**config.mk**
```make
export PLATFORM = sky130hd
export DESIGN_NAME = spi_sample_averager
export DESIGN_NICKNAME = d
export VERILOG_FILES = /design/src/rtl/spi_sample_averager_pkg.sv /design/src/rtl/spi_avg_window.sv /design/src/rtl/spi_sample_averager.sv
export SDC_FILE = /design/constraint.sdc
export NUM_CORES = 1
export LEC_CHECK = 0
export ABC_AREA = 0
export CAP_MARGIN = 15
export CORE_ASPECT_RATIO = 1.2
export CORE_UTILIZATION = 50
export CTS_CLUSTER_SIZE = 16
export DETAILED_ROUTE_END_ITERATION = 8
export PLACE_DENSITY_LB_ADDON = 0.08
export RECOVER_POWER = 100
export SLEW_MARGIN = 20
export SYNTH_ARGS = -nofsm -noshare
export SYNTH_HDL_FRONTEND = slang
export SYNTH_SLANG_ARGS = --single-unit
```
**constraint.sdc**
```tcl
create_clock -name clk -period 2.8 [get_ports clk]
set_clock_uncertainty 0.05 [all_clocks]
set_input_delay 0.28 -clock clk [delete_from_list [all_inputs] [get_ports clk]]
set_output_delay 0.28 -clock clk [all_outputs]
set_load 0.05 [all_outputs]
```
**src/rtl/spi_sample_averager_pkg.sv**
```systemverilog
// -----------------------------------------------------------------------------
// spi_sample_averager_pkg
//   Shared definitions for the SPI sample averager and its window datapath.
//   Holds the SPI word width, the default window size exponent and the
//   encoding of the one-deep output buffer state.
// -----------------------------------------------------------------------------
package spi_sample_averager_pkg;

    // Width of one SPI receive word.
    localparam int SPI_WORD_W     = 12;

    // Default window length exponent: N = 2**DEFAULT_LOG2_N samples.
    localparam int DEFAULT_LOG2_N = 3;

    // Output buffer occupancy.
    typedef enum logic {
        BUF_EMPTY = 1'b0,
        BUF_FULL  = 1'b1
    } buf_state_t;

endpackage

```
**src/rtl/spi_avg_window.sv**
```systemverilog
// -----------------------------------------------------------------------------
// spi_avg_window
//   Accumulate / min / max datapath for one window of 2**LOG2_N samples.
//   Raises a single-cycle `done` in the same cycle as the completing sample
//   and presents the window result combinationally on res_* during that
//   cycle, so the caller can register it on the same edge.
//
// Ports
//   clk       in   system clock
//   rst       in   synchronous active-high reset
//   clear     in   abort the partial window (wins over in_valid)
//   in_data   in   DATA_WIDTH unsigned sample
//   in_valid  in   sample strobe, accepted every cycle it is high
//   done      out  window completes on this cycle's accepted sample
//   res_mean  out  (acc + in_data) >> LOG2_N, truncated
//   res_min   out  smallest sample including the completing one
//   res_max   out  largest sample including the completing one
//   fill      out  samples accepted so far in the current window
// -----------------------------------------------------------------------------
module spi_avg_window
    import spi_sample_averager_pkg::*;
#(
    parameter int DATA_WIDTH = SPI_WORD_W,
    parameter int LOG2_N     = DEFAULT_LOG2_N
) (
    input  logic                  clk,
    input  logic                  rst,
    input  logic                  clear,
    input  logic [DATA_WIDTH-1:0] in_data,
    input  logic                  in_valid,
    output logic                  done,
    output logic [DATA_WIDTH-1:0] res_mean,
    output logic [DATA_WIDTH-1:0] res_min,
    output logic [DATA_WIDTH-1:0] res_max,
    output logic [LOG2_N-1:0]     fill
);

    // Sum of N DATA_WIDTH samples fits in DATA_WIDTH+LOG2_N bits.
    localparam int                ACC_W     = DATA_WIDTH + LOG2_N;
    localparam logic [LOG2_N-1:0] LAST_FILL = '1;

    logic [ACC_W-1:0]      r_acc;
    logic [DATA_WIDTH-1:0] r_min;
    logic [DATA_WIDTH-1:0] r_max;
    logic [LOG2_N-1:0]     r_fill;

    logic                  w_accept;
    logic                  w_done;
    logic [ACC_W-1:0]      w_sum;
    logic [DATA_WIDTH-1:0] w_min;
    logic [DATA_WIDTH-1:0] w_max;

    // Truncating divide by N; the shifted sum always fits DATA_WIDTH.
    function automatic logic [DATA_WIDTH-1:0] mean_trunc(input logic [ACC_W-1:0] sum);
        logic [ACC_W-1:0] shifted;
        shifted = sum >> LOG2_N;
        return shifted[DATA_WIDTH-1:0];
    endfunction

    // clear discards the sample presented with it.
    assign w_accept = in_valid && !clear;
    assign w_done   = w_accept && (r_fill == LAST_FILL);

    // Running values including the sample on the input this cycle.
    assign w_sum = r_acc + ACC_W'(in_data);
    assign w_min = (in_data < r_min) ? in_data : r_min;
    assign w_max = (in_data > r_max) ? in_data : r_max;

    // ---- window state register ------------------------------------------
    always_ff @(posedge clk) begin
        if (rst || clear) begin
            r_acc  <= '0;
            r_min  <= '1;
            r_max  <= '0;
            r_fill <= '0;
        end else if (w_accept) begin
            if (w_done) begin
                r_acc  <= '0;
                r_min  <= '1;
                r_max  <= '0;
                r_fill <= '0;
            end else begin
                r_acc  <= w_sum;
                r_min  <= w_min;
                r_max  <= w_max;
                r_fill <= r_fill + LOG2_N'(1);
            end
        end
    end

    assign done     = w_done;
    assign res_mean = mean_trunc(w_sum);
    assign res_min  = w_min;
    assign res_max  = w_max;
    assign fill     = r_fill;

endmodule

```
**src/rtl/spi_sample_averager.sv**
```systemverilog
// -----------------------------------------------------------------------------
// spi_sample_averager
//   Averages fixed windows of 2**LOG2_N SPI receive words and offers the
//   mean/min/max of each window through a one-deep valid/ready buffer.
//   A window completing while the buffer is full and the sink is not
//   accepting is dropped and flagged on the sticky `overrun`.
//
// Ports
//   clk        in   system clock (shared with the SPI master)
//   rst        in   synchronous active-high reset, clears everything
//   clear      in   abort partial window and clear overrun; buffer untouched
//   in_data    in   DATA_WIDTH unsigned sample
//   in_valid   in   sample strobe, no backpressure
//   out_mean   out  window mean, truncated
//   out_min    out  window minimum
//   out_max    out  window maximum
//   out_valid  out  output buffer holds a result
//   out_ready  in   sink accepts; transfer on out_valid & out_ready
//   overrun    out  sticky, a completed window was dropped
//   fill       out  samples accepted so far in the current window
// -----------------------------------------------------------------------------
module spi_sample_averager
    import spi_sample_averager_pkg::*;
#(
    parameter int DATA_WIDTH = SPI_WORD_W,
    parameter int LOG2_N     = DEFAULT_LOG2_N
) (
    input  logic                  clk,
    input  logic                  rst,
    input  logic                  clear,
    input  logic [DATA_WIDTH-1:0] in_data,
    input  logic                  in_valid,
    output logic [DATA_WIDTH-1:0] out_mean,
    output logic [DATA_WIDTH-1:0] out_min,
    output logic [DATA_WIDTH-1:0] out_max,
    output logic                  out_valid,
    input  logic                  out_ready,
    output logic                  overrun,
    output logic [LOG2_N-1:0]     fill
);

    buf_state_t            r_state;
    buf_state_t            w_state_nxt;
    logic                  w_load;
    logic                  w_drop;

    logic                  w_done;
    logic [DATA_WIDTH-1:0] w_res_mean;
    logic [DATA_WIDTH-1:0] w_res_min;
    logic [DATA_WIDTH-1:0] w_res_max;

    logic [DATA_WIDTH-1:0] r_mean;
    logic [DATA_WIDTH-1:0] r_min;
    logic [DATA_WIDTH-1:0] r_max;
    logic                  r_overrun;

    spi_avg_window #(
        .DATA_WIDTH (DATA_WIDTH),
        .LOG2_N     (LOG2_N)
    ) u_window (
        .clk      (clk),
        .rst      (rst),
        .clear    (clear),
        .in_data  (in_data),
        .in_valid (in_valid),
        .done     (w_done),
        .res_mean (w_res_mean),
        .res_min  (w_res_min),
        .res_max  (w_res_max),
        .fill     (fill)
    );

    // Buffer next state. A completion while full is only loaded if the
    // current contents leave on the same edge; otherwise it is dropped.
    always_comb begin
        w_state_nxt = r_state;
        w_load      = 1'b0;
        w_drop      = 1'b0;
        case (r_state)
            BUF_EMPTY: begin
                if (w_done) begin
                    w_load      = 1'b1;
                    w_state_nxt = BUF_FULL;
                end
            end
            BUF_FULL: begin
                if (w_done) begin
                    if (out_ready) begin
                        w_load = 1'b1;
                    end else begin
                        w_drop = 1'b1;
                    end
                end else if (out_ready) begin
                    w_state_nxt = BUF_EMPTY;
                end
            end
            default: begin
                w_state_nxt = BUF_EMPTY;
            end
        endcase
    end

    // ---- output buffer register -----------------------------------------
    always_ff @(posedge clk) begin
        if (rst) begin
            r_state <= BUF_EMPTY;
            r_mean  <= '0;
            r_min   <= '0;
            r_max   <= '0;
        end else begin
            r_state <= w_state_nxt;
            if (w_load) begin
                r_mean <= w_res_mean;
                r_min  <= w_res_min;
                r_max  <= w_res_max;
            end
        end
    end

    // clear and a drop cannot coincide: clear suppresses completion.
    always_ff @(posedge clk) begin
        if (rst || clear) begin
            r_overrun <= 1'b0;
        end else if (w_drop) begin
            r_overrun <= 1'b1;
        end
    end

    assign out_valid = (r_state == BUF_FULL);
    assign out_mean  = r_mean;
    assign out_min   = r_min;
    assign out_max   = r_max;
    assign overrun   = r_overrun;

endmodule
```
==> flow_summary.ini, run 1 <==
[run_status]
status = finished, final reports clean

[clock_network]
cts_max_level = 3
cts_tree = yes
cts_root_buf = clkbuf_8
post_cts_buffers = 0
clockBufferDepth = 2
clk_pin_slew_ns = 0.08
cts_buffers = 9
clk_latency_ns = 0.38
hold_buffers = 0
cts_resized = 0
cts_sinks = 80

[drt]
vias = 4621
drc = 0
ant_nets = 0
wl_mm = 13.49
drt-initial-drc-count = 337
drt_pass1_iterations = 4
avgViaCountPerCell = 6.017
wl_per_cell_um = 17.56

[placed_design]
placed_cells = 752
numPortBuffers = 57
dp_hpwl_mm = 9.647
dpl_cell_area_sq_um = 5749
gp_congestion = 0.8768

[setup_path]
end_kind = register
path_class = input pin to register
worst_ep_required_time_ns = 3.05
worstPathMaxFanout = 4
crit_arrival_ns = 2.83
start_kind = input pin

[cells_and_area]
fill_cells = 816
drive_above_1_share_pct = 9.722
fin_cells = 768
fin_nets = 698
area_delta_synth_final_pct = 22.52
diodes = 0
fin_area_sq_um = 5916
final_core_util_pct = 64.13

[synthesis]
netlist_area_sq_um = 4828
syn_inst = 571
ys_types = 63
syn_avg_cell_area_sq_um = 8.456
synth_warnings = 0
synth.most_common_cell = dfxtp_1
yosys.area.top_type = dfxtp_1
ys_top_cells_by_area = dfxtp_1, ha_1, nand2_1
synth_edf_count = 0
seq_area_frac_synth_pct = 33.17
async_reset_ff_share_pct = 0
synth_top_cells_by_count = dfxtp_1, nand2_1, a21oi_1, inv_1, ha_1
synth-seq-cells = 80
synth_top_cell_area_share_pct = 33.17
syn_nets = 626
synth_flop_cell = dfxtp_1

[die]
core-area_sq_um = 9224
die-width_um = 91.71
initial_core_util_pct = 52.35
num_io_pins = 58
rows = 38
fp.dieH_um = 109.6
die-area_sq_um = 10060

[power_and_ir_drop]
power.leakage_nw = 2.485
p_per_area_nw_per_um2 = 467.2
vdd_ir_drop_max_v = 0.0003039
power.total_w = 0.002764

[sta]
rsz0062_at_grt = no
slew_violations = 0
setup-violations-final = 0
setup_tns_ns = 0
min_period_over_period_pct = 92.36
fmax_ghz = 0.3867
tightest_slew_ns = 0.9311
min_period_ns = 2.586
hold_viol = 0
slew_headroom_pct = 37.93

[global_routing]
grt_max_degree = 43
grt_usage_pct = 28.65
first_global_vias = 4560
antenna_found_initial = 0
grt-ovfl-total = 0
grt_pass1_wl_mm = 22.34

[hold_path]
hp-class = register to register

[job]
cap_violations = 0
## path summary, 6_finish.rpt
kind                     start                  to  slack [ns]  depth (start not counted)
max                 in_data[0]  u_window.r_acc[14]        0.21                         10
min          u_window.r_acc[0]   u_window.r_acc[0]        0.40                          2
max reg2reg  u_window.r_acc[0]  u_window.r_acc[14]        0.29                          9
min reg2reg  u_window.r_acc[0]   u_window.r_acc[0]        0.40                          2
## cells in the final DEF (no fill, tap or decap), types with 10 or more instances in the layout
cell type / Yosys / routed
dfxtp_1: 80 / 80
nand3_1: 20 / 20
clkdlybuf4s50_1: 0 / 13
ha_1: 37 / 37
a21o_1: 13 / 13
dlygate4sd3_1: 0 / 44
nor2_1: 36 / 36
nand2_1: 64 / 65
clkbuf_8: 0 / 10
inv_1: 38 / 38
buf_4: 2 / 30
a21oi_1: 42 / 45
a211oi_1: 13 / 13
o211ai_1: 18 / 18
nor3_1: 28 / 28
mux2i_1: 15 / 15
## through the flow
stage	hold slack (ns)	setup slack, ns
6_report	0.4043	0.2139
5_1_grt	0.4323	0.06025
4_1_cts	0.4091	0.2395
3_5_place_dp	0.3983	-0.1552
3_3_place_gp	0.3949	-0.1030
2_1_floorplan	0.3815	0.5154
## layout make-up
type	instances	area [sq um]	area share, %
Multi-Input combinational cell	414	2823	47.72
Sequential cell	80	1602	27.07
Timing Repair Buffer	100	929.6	15.71
Tap cell	120	150.1	2.538
Inverter	38	142.6	2.411
Clock buffer	11	141.4	2.390
Clock inverter	5	127.6	2.157
## kinds of logic after synthesis
kind of cell / count (synthesis) / synth area share (%)
AOI/OAI and AO/OA: 163 / 26.59
xor gates and xnor gates: 7 / 1.270
adders and majority gates: 38 / 10.00
buffers and inverters: 77 / 6.789
DFF: 80 / 33.17
muxes: 15 / 3.110
and+or+nand+nor: 191 / 19.07
## layer usage
layer	wire length, um	GRT usage (%)
met1	5932	35.63
met2	6471	49.30
met3	741	4.288
met4	342	12.95
met5	0	0
## critical path: stages
cell and delay (ns):
clkdlybuf4s50_1 0.49, ha_1 0.18, inv_1 0.06, fa_1 0.37
nand2b_1 0.17, a21oi_1 0.26, a221o_1 0.26, a21oi_1 0.12
or4b_1 0.51, a31oi_1 0.16
## power breakdown
group          switching, W  total (W)  internal, W
sequential        0.0000157    0.00117      0.00116
combinational      0.000257   0.000431     0.000174
clock              0.000453    0.00116     0.000707
total              0.000726    0.00276      0.00204
## state kept, by name, indices dropped and copies added (netlist names)
register        flops
u_window.fill       3
u_window.r_acc     15
out_max            12
overrun             1
out_min            12
out_valid           1
out_mean           12
u_window.r_min     12
u_window.r_max     12
Power figures use the tool's default switching activity.
==> run 2: changes to the inputs <==
- CTS_CLUSTER_DIAMETER: not set -> 120
==> results of run 2 <==
Same layout as run 1: the final DEF is identical, and so are final timing and power.
==> run 3: changes to the inputs <==
- CORE_UTILIZATION: 50 -> 46
- HOLD_SLACK_MARGIN: not set -> 0.03
==> flow_summary.ini, run 3 (synthesis results as in run 1) <==
[drt]
ant_nets = 0
drc = 0
avgViaCountPerCell = 5.899
vias = 4607
drt-initial-drc-count = 208
drt_pass1_iterations = 4
wl_mm = 13.62
wl_per_cell_um = 17.44

[die]
fp.dieH_um = 114.2
die-width_um = 95.53
rows = 40
die-area_sq_um = 10910
core-area_sq_um = 10110
num_io_pins = 58
initial_core_util_pct = 47.76

[global_routing]
grt_max_degree = 43
grt_pass1_wl_mm = 22.63
grt-ovfl-total = 0
first_global_vias = 4643
grt_usage_pct = 26.85
antenna_found_initial = 0

[sta]
hold_viol = 0
tightest_slew_ns = 0.9028
slew_violations = 0
slew_headroom_pct = 39.81
setup_tns_ns = 0
min_period_ns = 2.628
fmax_ghz = 0.3805
min_period_over_period_pct = 93.87
rsz0062_at_grt = no
worst_slack_ns = 0.1716
setup-violations-final = 0

[setup_path]
worstPathMaxFanout = 6
path_class = input pin to register
start_kind = input pin
crit_arrival_ns = 2.83
worst_ep_required_time_ns = 3.00
end_kind = register

[clock_network]
cts_resized = 0
cts_tree = yes
hold_buffers = 0
clk_latency_ns = 0.33
clk_pin_slew_ns = 0.06
cts_max_level = 3
cts_root_buf = clkbuf_16
cts_buffers = 9
post_cts_buffers = 0
clockBufferDepth = 2
cts_sinks = 80

[power_and_ir_drop]
internal-power_w = 0.001965
vdd_ir_drop_max_v = 0.0003217
power.leakage_nw = 2.526
seq_power_share_pct = 43.8
power_switching_w = 0.0007120
switching_share_pct = 26.59
p_per_area_nw_per_um2 = 448.3
power.total_w = 0.002677
clkPwrFrac_pct = 40.0
p_comb_share_pct = 16.2

[run_status]
status = finished, final reports clean

[placed_design]
dp_hpwl_mm = 9.884
numPortBuffers = 57
gp_congestion = 0.8617
placed_cells = 768
place_ws_ns = -0.1070

[cells_and_area]
fill_cells = 958
fin_cells = 781
drive_above_1_share_pct = 10.84
largest_reg_flops = 15
final_cell_mix = dfxtp_1, nand2_1, a21oi_1, dlygate4sd3_1, buf_4
area_delta_synth_final_pct = 23.68
layout_commonest_cell = dfxtp_1
largest-register = u_window.r_acc
fin_nets = 708
diodes = 0
final_core_util_pct = 59.07

[hold_path]
hp-class = register to register

[job]
cap_violations = 0
[run 3: area by class of cell]
type,count,area (sq um),share of cell area [%]
Inverter,38,142.6,2.388
Multi-Input combinational cell,414,2846,47.66
Timing Repair Buffer,110,962.2,16.11
Clock inverter,1,5.005,0.08380
Tap cell,126,157.7,2.640
Sequential cell,80,1602,26.82
Clock buffer,12,256.5,4.295
[run 3: power groups by stage]
stage	Combinational, W	Clock [W]	Sequential (W)
floorplan	0.000276	0	0.00120
global placement	0.000437	0	0.00120
detailed placement	0.000445	0	0.00120
CTS	0.000448	0.00110	0.00117
global route	0.000475	0.00113	0.00118
finish	0.000433	0.00107	0.00117
[run 3: worst paths after layout]
| check | startpoint | end | slack (ns) | cells past startpoint |
|---|---|---|---|---|
| max | in_data[5] | u_window.r_min[7] | 0.17 | 9 |
| min | out_mean[4] | out_mean[4] | 0.40 | 2 |
| max reg2reg | u_window.fill[0] | out_mean[8] | 0.29 | 8 |
| min reg2reg | out_mean[4] | out_mean[4] | 0.40 | 2 |
[run 3: per-stage QoR]
stage	hold slack [ns]	instance area [sq um]
3_3_place_gp	0.3982	5794
6_report	0.3994	5972
3_5_place_dp	0.3999	5794
5_1_grt	0.4278	5972
4_1_cts	0.4043	6056
2_1_floorplan	0.3815	4828
[run 3: metal layers]
metal  GRT usage, %  wire (um)  up-vias
li1               -          -     2267
met1          33.28       6004     2198
met2          44.90       6552      119
met3          5.046        669       23
met4          11.74        397        0
met5              0          0        -
[run 3: critical path, stage by stage]
cell and delay [ns]:
dlygate4sd3_1 0.75, ha_1 0.31, a21o_1 0.18, a21o_1 0.18, a21oi_2 0.20, o31ai_4 0.16
a211o_1 0.35, clkbuf_1 0.19, o221ai_1 0.21
